[src/rtl/pc_fetch_if.sv]
// Fetch-unit bus: instruction-memory request/return, redirect input and the ID-side handshake.
// The trap signals (exc_req/epc) exist only when PC_TRAP_EN is defined.
interface pc_fetch_if #(
    parameter int unsigned ADDR_W = 32,
    parameter int unsigned DATA_W = 32
);
    logic              imem_req;
    logic [ADDR_W-1:0] imem_addr;
    logic [DATA_W-1:0] imem_rdata;
    logic              redirect_valid;
    logic [ADDR_W-1:0] redirect_pc;
    logic              id_valid;
    logic              id_ready;
    logic [ADDR_W-1:0] id_pc;
    logic [DATA_W-1:0] id_instr;
`ifdef PC_TRAP_EN
    logic              exc_req;
    logic [ADDR_W-1:0] epc;
`endif

    modport master (
        output imem_req, imem_addr,
        input  imem_rdata,
        input  redirect_valid, redirect_pc,
        output id_valid, id_pc, id_instr,
        input  id_ready
`ifdef PC_TRAP_EN
        , input exc_req
        , output epc
`endif
    );

    modport slave (
        input  imem_req, imem_addr,
        output imem_rdata,
        output redirect_valid, redirect_pc,
        input  id_valid, id_pc, id_instr,
        output id_ready
`ifdef PC_TRAP_EN
        , output exc_req
        , input epc
`endif
    );
endinterface

[src/rtl/pc_fetch_unit.sv]
// IF-stage program counter plus fetch buffer: issues word fetches, queues {pc, instr} pairs for ID.
// Define PC_TRAP_EN to add exception redirect to EXC_VECTOR with epc capture.
module pc_fetch_unit #(
    parameter int unsigned       ADDR_W     = 32,
    parameter int unsigned       DATA_W     = 32,
    parameter logic [ADDR_W-1:0] INC        = ADDR_W'(1),
    parameter logic [ADDR_W-1:0] RESET_PC   = '0,
    parameter int unsigned       DEPTH      = 2,
    parameter logic [ADDR_W-1:0] EXC_VECTOR = ADDR_W'(32'h80)
) (
    input logic        clk,
    input logic        rst_n,
    pc_fetch_if.master bus
);
    localparam int unsigned    PTR_W     = (DEPTH > 1) ? $clog2(DEPTH) : 1;
    localparam int unsigned    CNT_W     = $clog2(DEPTH + 1);
    localparam logic [CNT_W:0] DEPTH_LIM = (CNT_W + 1)'(DEPTH);

    typedef struct packed {
        logic [ADDR_W-1:0] pc;
        logic [DATA_W-1:0] instr;
    } entry_t;

    entry_t            mem [DEPTH];
    entry_t            head;
    logic [PTR_W-1:0]  wr_ptr, rd_ptr;
    logic [CNT_W-1:0]  count;
    logic [ADDR_W-1:0] pc, inflight_pc, flush_pc;
    logic              inflight, flush, issue, push, pop, id_valid;

    function automatic logic [PTR_W-1:0] ptr_next(input logic [PTR_W-1:0] p);
        return (p == PTR_W'(DEPTH - 1)) ? '0 : p + PTR_W'(1);
    endfunction

`ifdef PC_TRAP_EN
    logic [ADDR_W-1:0] epc;

    assign flush    = bus.exc_req || bus.redirect_valid;
    assign flush_pc = bus.exc_req ? EXC_VECTOR : bus.redirect_pc;

    always_ff @(posedge clk or negedge rst_n) begin
        if (!rst_n)           epc <= '0;
        else if (bus.exc_req) epc <= id_valid ? head.pc : pc;
    end

    assign bus.epc = epc;
`else
    logic unused_exc_vector;

    assign unused_exc_vector = ^EXC_VECTOR;
    assign flush             = bus.redirect_valid;
    assign flush_pc          = bus.redirect_pc;
`endif

    assign head     = mem[rd_ptr];
    assign id_valid = (count != '0);
    assign pop      = id_valid && bus.id_ready;
    // A return is dropped on a flush edge: its slot belongs to the old, discarded path.
    assign push     = inflight && !flush;
    // Gating with rst_n keeps imem_req low for the whole reset window, not only after an edge.
    assign issue    = rst_n && !flush
                    && (({1'b0, count} + (CNT_W + 1)'(inflight)) < DEPTH_LIM);

    // NOTE: sequential state uses non-blocking assignments so every register samples pre-edge values.
    always_ff @(posedge clk or negedge rst_n) begin
        if (!rst_n) begin
            pc          <= RESET_PC;
            inflight    <= 1'b0;
            inflight_pc <= '0;
            count       <= '0;
            wr_ptr      <= '0;
            rd_ptr      <= '0;
        end else begin
            inflight <= issue;
            if (issue) inflight_pc <= pc;
            if (flush) begin
                pc     <= flush_pc;
                count  <= '0;
                wr_ptr <= '0;
                rd_ptr <= '0;
            end else begin
                if (issue) pc     <= pc + INC;
                if (push)  wr_ptr <= ptr_next(wr_ptr);
                if (pop)   rd_ptr <= ptr_next(rd_ptr);
                if (push && !pop)      count <= count + CNT_W'(1);
                else if (pop && !push) count <= count - CNT_W'(1);
            end
        end
    end

    // NOTE: the buffer storage has no reset; count gates every read, so stale entries are never seen.
    always_ff @(posedge clk) begin
        if (push) mem[wr_ptr] <= {inflight_pc, bus.imem_rdata};
    end

    assign bus.imem_req  = issue;
    assign bus.imem_addr = pc;
    assign bus.id_valid  = id_valid;
    assign bus.id_pc     = id_valid ? head.pc    : '0;
    assign bus.id_instr  = id_valid ? head.instr : '0;
endmodule
[src/flat_wrapper.sv]
// flat-port wrapper written by rule: the top's interface ports become plain ports
module pc_fetch_unit_flat 
#(
    parameter int unsigned       ADDR_W     = 32,
    parameter int unsigned       DATA_W     = 32,
    parameter logic [ADDR_W-1:0] INC        = ADDR_W'(1),
    parameter logic [ADDR_W-1:0] RESET_PC   = '0,
    parameter int unsigned       DEPTH      = 2,
    parameter logic [ADDR_W-1:0] EXC_VECTOR = ADDR_W'(32'h80)
)
  (clk, rst_n, bus_imem_req, bus_imem_addr, bus_imem_rdata, bus_redirect_valid, bus_redirect_pc, bus_id_valid, bus_id_pc, bus_id_instr, bus_id_ready);
  pc_fetch_if #(.ADDR_W(ADDR_W), .DATA_W(DATA_W)) bus_i ();
  input logic clk;
  input logic rst_n;
  output wire logic [$bits(bus_i.imem_req)-1:0] bus_imem_req;
  output wire logic [$bits(bus_i.imem_addr)-1:0] bus_imem_addr;
  input wire logic [$bits(bus_i.imem_rdata)-1:0] bus_imem_rdata;
  input wire logic [$bits(bus_i.redirect_valid)-1:0] bus_redirect_valid;
  input wire logic [$bits(bus_i.redirect_pc)-1:0] bus_redirect_pc;
  output wire logic [$bits(bus_i.id_valid)-1:0] bus_id_valid;
  output wire logic [$bits(bus_i.id_pc)-1:0] bus_id_pc;
  output wire logic [$bits(bus_i.id_instr)-1:0] bus_id_instr;
  input wire logic [$bits(bus_i.id_ready)-1:0] bus_id_ready;
  assign bus_imem_req = bus_i.imem_req;
  assign bus_imem_addr = bus_i.imem_addr;
  assign bus_i.imem_rdata = bus_imem_rdata;
  assign bus_i.redirect_valid = bus_redirect_valid;
  assign bus_i.redirect_pc = bus_redirect_pc;
  assign bus_id_valid = bus_i.id_valid;
  assign bus_id_pc = bus_i.id_pc;
  assign bus_id_instr = bus_i.id_instr;
  assign bus_i.id_ready = bus_id_ready;
  pc_fetch_unit #(.ADDR_W(ADDR_W), .DATA_W(DATA_W), .INC(INC), .RESET_PC(RESET_PC), .DEPTH(DEPTH), .EXC_VECTOR(EXC_VECTOR)) u_core (.clk(clk), .rst_n(rst_n), .bus(bus_i));
endmodule
[config.mk]
export PLATFORM = sky130hd
export DESIGN_NAME = pc_fetch_unit_flat
export DESIGN_NICKNAME = d
export VERILOG_FILES = /design/src/rtl/pc_fetch_if.sv /design/src/rtl/pc_fetch_unit.sv /design/src/flat_wrapper.sv
export SDC_FILE = /design/constraint.sdc
export NUM_CORES = 1
export LEC_CHECK = 0
export ABC_AREA = 1
export BUFFER_PORTS_ARGS = -buffer_cell sky130_fd_sc_hd__buf_2
export CAP_MARGIN = 5
export CORE_MARGIN = 3
export CORE_UTILIZATION = 31
export CTS_BUF_LIST = sky130_fd_sc_hd__clkbuf_4 sky130_fd_sc_hd__clkbuf_8
export CTS_CLUSTER_DIAMETER = 60
export DETAILED_ROUTE_END_ITERATION = 6
export PLACE_DENSITY = 0.51
export SYNTH_ARGS = -nofsm -noshare
export SYNTH_HDL_FRONTEND = slang
export SYNTH_SLANG_ARGS = --single-unit
[constraint.sdc]
create_clock -name clk -period 4.8 [get_ports clk]
set_clock_uncertainty 0.2 [all_clocks]
set_input_delay 0.96 -clock clk [delete_from_list [all_inputs] [get_ports clk]]
set_output_delay 0.96 -clock clk [all_outputs]
set_load 0.02 [all_outputs]
==> impl_metrics.json, run 1 <==
{
  "finalNetCount": 1115,
  "yosysSeqAreaShare_pct": 64.3,
  "port_buffers": 165,
  "track_usage_pct": 15.2,
  "drive_above_1_share_pct": 22.3,
  "core_mm2": 0.0272,
  "r2r_cells": 5,
  "io_pins": 166,
  "cts.clk_slew.worst_paths_ns": 0.11,
  "crit_fanout": 45,
  "worst_path_dominant_cell_family": "buffers and inverters",
  "vias": 6503,
  "ys_ff_latch": 197,
  "cts_root_buf": "clkbuf_8",
  "place_area_mm2": 0.00990,
  "drc_errors": 0,
  "grt_overflow": 0,
  "start_kind": "flop",
  "outcome": "completed",
  "cts_tree": "done",
  "yosysWarnings": 0,
  "start_util_pct": 31.9,
  "rows": 60,
  "worstSetupPathDepth": 5,
  "antenna_found_initial": 0,
  "grt_max_degree": 66,
  "layout_common_cells": "283 x nand2_1, 164 x buf_2, 128 x edfxtp_1",
  "yosys.cell_types.count": 33,
  "power_mw": 4.29,
  "finalHoldViolations": 0,
  "cts_hold_buf": 0,
  "cp-end-kind": "output pin",
  "nFillCells": 2834,
  "dieArea_mm2": 0.0300,
  "vias_per_cell": 4.54,
  "syn-num-nets": 959,
  "p_leak_nw": 4.32,
  "die_x_um": 173,
  "clock_latency_ns": 0.46,
  "worstMarginPinSlew_ns": 0.790,
  "hold_path_class": "input pin to async pin",
  "dp_cells": 1399,
  "cts_sinks": 197,
  "fin_crit_sh_pct": 70.6,
  "area_growth_pct": 18.7,
  "cts_setup_buffers": 0,
  "setup_viol": 0,
  "r2r_end": "u_core.mem[0][40]",
  "ant_nets": 0,
  "dp_hpwl_um": 15800,
  "final_common_cell": "nand2_1",
  "place_ws_ns": 1.72,
  "path_cells": "inv_2 -> buf_4 -> nand2_1 -> a21oi_1 -> buf_2",
  "cp.required_ns": 3.64,
  "whs_ns": 0.153,
  "synth_cells": 890,
  "crit_start": "u_core.rd_ptr",
  "drtIter0Drc": 521,
  "post-route-util_pct": 37.8,
  "wl_um": 22900,
  "syn_avg_cell_area_um2": 9.74,
  "h-tree-depth": 4,
  "max_freq_mhz": 295,
  "die_h_um": 173,
  "relSlewSlack_pct": 47.3,
  "path_buf_inv": 3,
  "crit_slowest_cell": "inv_2",
  "fin_tns_setup_ns": 0,
  "finalInstanceArea_mm2": 0.0103,
  "crit_type": "flop to output pin",
  "ir_drop_mv": 0.147,
  "grt_setup_unrepaired": "no",
  "max-cap-violations": 0,
  "register_area_mm2": 0.00557,
  "power_density_mw_per_mm2": 417,
  "fin_ws_ns": 1.41,
  "grt_pass1_vias": 6270,
  "finalMaxSlewViolations": 0,
  "post_drt_wl_per_cell_um": 16.0,
  "cts_made_buffers": 17,
  "reg2reg_slack_ns": 2.57,
  "gp_congestion": 0.834,
  "postCtsResizedCells": 0,
  "worstReg2RegStart": "u_core.inflight",
  "grt_pass1_wl_um": 35800,
  "syn_area_mm2": 0.00867,
  "post-route-min-period_ns": 3.39,
  "n_antenna_cell": 0,
  "multi_input_comb_area_mm2": 0.00267,
  "fin_cells": 1431,
  "arrival_ns": 2.23,
  "cts_buffer_depth": 2,
  "endpoint": "bus_id_instr[14]",
  "max_stage_delay_ns": 0.57,
  "first_pass_iters": 6
}
## cells by family after synthesis
family | count (synthesis) | synth area share [%]
and+or+nand+nor | 463 | 22.8
DFF | 197 | 64.3
AOI/OAI and AO/OA | 120 | 7.09
buffers and inverters | 104 | 5.17
xor gates and xnor gates | 5 | 0.505
adders and majority gates | 1 | 0.144
## final cells by class
cell class / instances / area share (%)
clock buffer: 17 / 2.28
clock inverter: 15 / 1.48
inverter: 67 / 2.49
multi-input combinational: 589 / 26.0
sequential: 197 / 54.2
tap: 372 / 4.53
timing repair buffer: 174 / 9.08
## cell usage after synthesis (all sizes together)
cell | instances | area, um2
a21oi | 66 | 330
a31oi | 1 | 6.26
buf | 26 | 150
clkbuf | 11 | 41.3
clkinv | 2 | 7.51
dfrtp | 69 | 1730
edfxtp | 128 | 3840
ha | 1 | 12.5
inv | 65 | 249
nand2 | 291 | 1120
nand3 | 50 | 255
nand3b | 8 | 60.1
nand4 | 4 | 40.0
nor2 | 103 | 463
nor3 | 6 | 30.0
o211ai | 3 | 22.5
o21ai | 48 | 240
o21bai | 2 | 15.0
or2 | 1 | 6.26
xor2 | 5 | 43.8
## state kept, by name, indices dropped and copies added, names as in the netlist
| name | count |
|---|---|
| u_core.wr_ptr | 1 |
| u_core.bus.imem_addr | 32 |
| u_core.rd_ptr | 1 |
| u_core.inflight_pc | 32 |
| u_core.inflight | 1 |
| u_core.mem | 128 |
| u_core.count | 2 |
## where the power goes
part           switching [mW]  internal (mW)
combinational           0.729          0.307
sequential              0.168           2.03
clock                   0.589          0.466
total                    1.49           2.80
## layer usage
metal,share of wire [%],vias up,GRT usage [%]
met2,45,194,23.5
li1,-,3246,-
met4,1.1,0,3.45
met3,5.4,16,3.58
met1,48,3047,22.0
met5,0,-,0
## worst min path at each step
stage	cells past startpoint	from	to	slack, ns
final	1	rst_n	u_core.bus.imem_addr[24]	0.15
after global routing	1	rst_n	u_core.bus.imem_addr[24]	0.13
after CTS	1	rst_n	u_core.bus.imem_addr[24]	0.13
after detailed placement	0	u_core.inflight_pc[4]	u_core.mem[0][36]	0.26
after global placement	0	u_core.inflight_pc[4]	u_core.mem[1][36]	0.25
after floorplan	0	u_core.inflight_pc[0]	u_core.mem[0][32]	0.24
(Power assumes the default switching activity.)
==> run 2: changes to the inputs <==
clock period = 3.3 ns   (was 4.8 ns; I/O delays follow)
==> impl_metrics.json, run 2 (synthesized netlist as in run 1, its figures left out) <==
{
  "worst_path_dominant_cell_family": "buffers and inverters",
  "max_freq_mhz": 338,
  "drc_errors": 0,
  "post-route-util_pct": 38.1,
  "arrival_ns": 2.10,
  "cts_buffer_depth": 2,
  "die_x_um": 173,
  "pwr-share-clk_pct": 24.9,
  "start_kind": "input pin",
  "postCtsResizedCells": 0,
  "gp_congestion": 0.840,
  "worstMarginPinSlew_ns": 0.755,
  "n_antenna_cell": 0,
  "setup_viol": 0,
  "wl_um": 22600,
  "regMostFlops": "u_core.mem",
  "p_sw_mw": 2.17,
  "cts_sinks": 197,
  "port_buffers": 165,
  "path_buf_inv": 3,
  "vias_per_cell": 4.52,
  "grt_pass1_vias": 6156,
  "dieArea_mm2": 0.0300,
  "relSlewSlack_pct": 49.7,
  "p_sw_share_pct": 34.5,
  "drive_above_1_share_pct": 22.8,
  "finalInstanceArea_mm2": 0.0104,
  "ant_nets": 0,
  "p_int_mw": 4.11,
  "h-tree-depth": 4,
  "post_drt_wl_per_cell_um": 15.7,
  "path_cells": "dlygate4sd3_1 -> buf_4 -> nand2_4 -> nor2_8 -> buf_2",
  "area_growth_pct": 19.6,
  "crit_fanout": 30,
  "place_area_mm2": 0.00995,
  "crit_slowest_cell": "dlygate4sd3_1",
  "first_pass_iters": 5,
  "cts.clk_slew.worst_paths_ns": 0.10,
  "start_util_pct": 31.9,
  "core_mm2": 0.0272,
  "finalNetCount": 1120,
  "layout_common_cells": "283 x nand2_1, 164 x buf_2, 128 x edfxtp_1",
  "cp.required_ns": 2.44,
  "max_stage_delay_ns": 0.52,
  "vias": 6490,
  "cp-end-kind": "output pin",
  "largest_reg_flops": 128,
  "cts_tree": "done",
  "hold_path_class": "input pin to flop",
  "cts_made_buffers": 17,
  "grt_setup_unrepaired": "no",
  "power_density_mw_per_mm2": 605,
  "ir_drop_mv": 0.198,
  "grt_pass1_wl_um": 35000,
  "seqPwrFrac_pct": 51.2,
  "grt_max_degree": 50,
  "rows": 60,
  "grt_overflow": 0,
  "max-cap-violations": 0,
  "final_common_cell": "nand2_1",
  "fin_tns_setup_ns": 0,
  "cts_root_buf": "clkbuf_8",
  "power_mw": 6.27,
  "antenna_found_initial": 0,
  "finalHoldViolations": 0,
  "comb_power_share_pct": 23.9,
  "dp_hpwl_um": 15300,
  "crit_type": "input pin to output pin",
  "clock_latency_ns": 0.45,
  "fin_crit_sh_pct": 89.8,
  "post-route-min-period_ns": 2.96,
  "track_usage_pct": 15.0,
  "whs_ns": 0.191,
  "drtIter0Drc": 405,
  "die_h_um": 173,
  "outcome": "completed",
  "io_pins": 166,
  "finalMaxSlewViolations": 0,
  "p_leak_nw": 4.37
}
-- run 2: cell count changes in the layout (fill, tap and decap cells not counted), sizes merged --
| cell | change |
|---|---|
| buf | +4 |
| clkbuf | +4 |
| clkinv | -4 |
| inv | +2 |
| bufinv | -1 |
| clkinvlp | -1 |
| dlygate4sd3 | +1 |
-- run 2: what timing repair did --
item	CTS	global route
setup buffers	0	0
endpoints found under the hold margin	26	0
hold buffers	1	0
-- run 2: metrics by stage --
| step | setup slack (ns) | cells |
|---|---|---|
| 2_1_floorplan | -0.0479 | 890 |
| 3_3_place_gp | 0.624 | 1403 |
| 3_5_place_dp | 0.586 | 1403 |
| 4_1_cts | 0.265 | 1436 |
| 5_1_grt | 0.206 | 1436 |
| 6_report | 0.338 | 1436 |
-- run 2: routing by layer --
| layer | GRT usage, % | part of all wire (%) |
|---|---|---|
| met1 | 21.6 | 49 |
| met2 | 23.3 | 45 |
| met3 | 3.05 | 4.4 |
| met4 | 3.58 | 1.0 |
| met5 | 0 | 0 |
-- run 2: layout make-up --
class | instances | area [um2]
Fill cell | 2805 | 16800
Sequential cell | 197 | 5570
Multi-Input combinational cell | 589 | 2670
Timing Repair Buffer | 179 | 998
Tap cell | 372 | 465
Clock buffer | 21 | 289
Inverter | 67 | 256
Clock inverter | 11 | 113
-- run 2: power by group through the flow --
stage          clock network [mW]  registers (mW)  logic [mW]
6_report                     1.56            3.21        1.50
5_1_grt                      1.73            3.25        1.67
3_3_place_gp                    0            3.26        1.52
2_1_floorplan                   0            3.22       0.923
3_5_place_dp                    0            3.26        1.53
4_1_cts                      1.62            3.21        1.54
-- run 2: worst register-to-register path, delay by kind of cell, from the launching register on --
family,cells,cell delay (ns)
compound gates,1,0.08
buf+inv,2,0.50
flops,1,0.45
simple gates,3,0.61
-- run 2: final timing paths --
check	from	slack, ns	cells after the start	to
min in group asynchronous	rst_n	0.49	2	u_core.bus.imem_addr[15]
max in group asynchronous	rst_n	1.43	3	u_core.rd_ptr
setup reg to reg	u_core.count[1]	1.41	6	u_core.bus.imem_addr[11]
setup / recovery	rst_n	0.34	5	bus_imem_req
hold reg to reg	u_core.inflight_pc[26]	0.28	0	u_core.mem[0][58]
hold / removal	bus_imem_rdata[8]	0.19	1	u_core.mem[1][8]
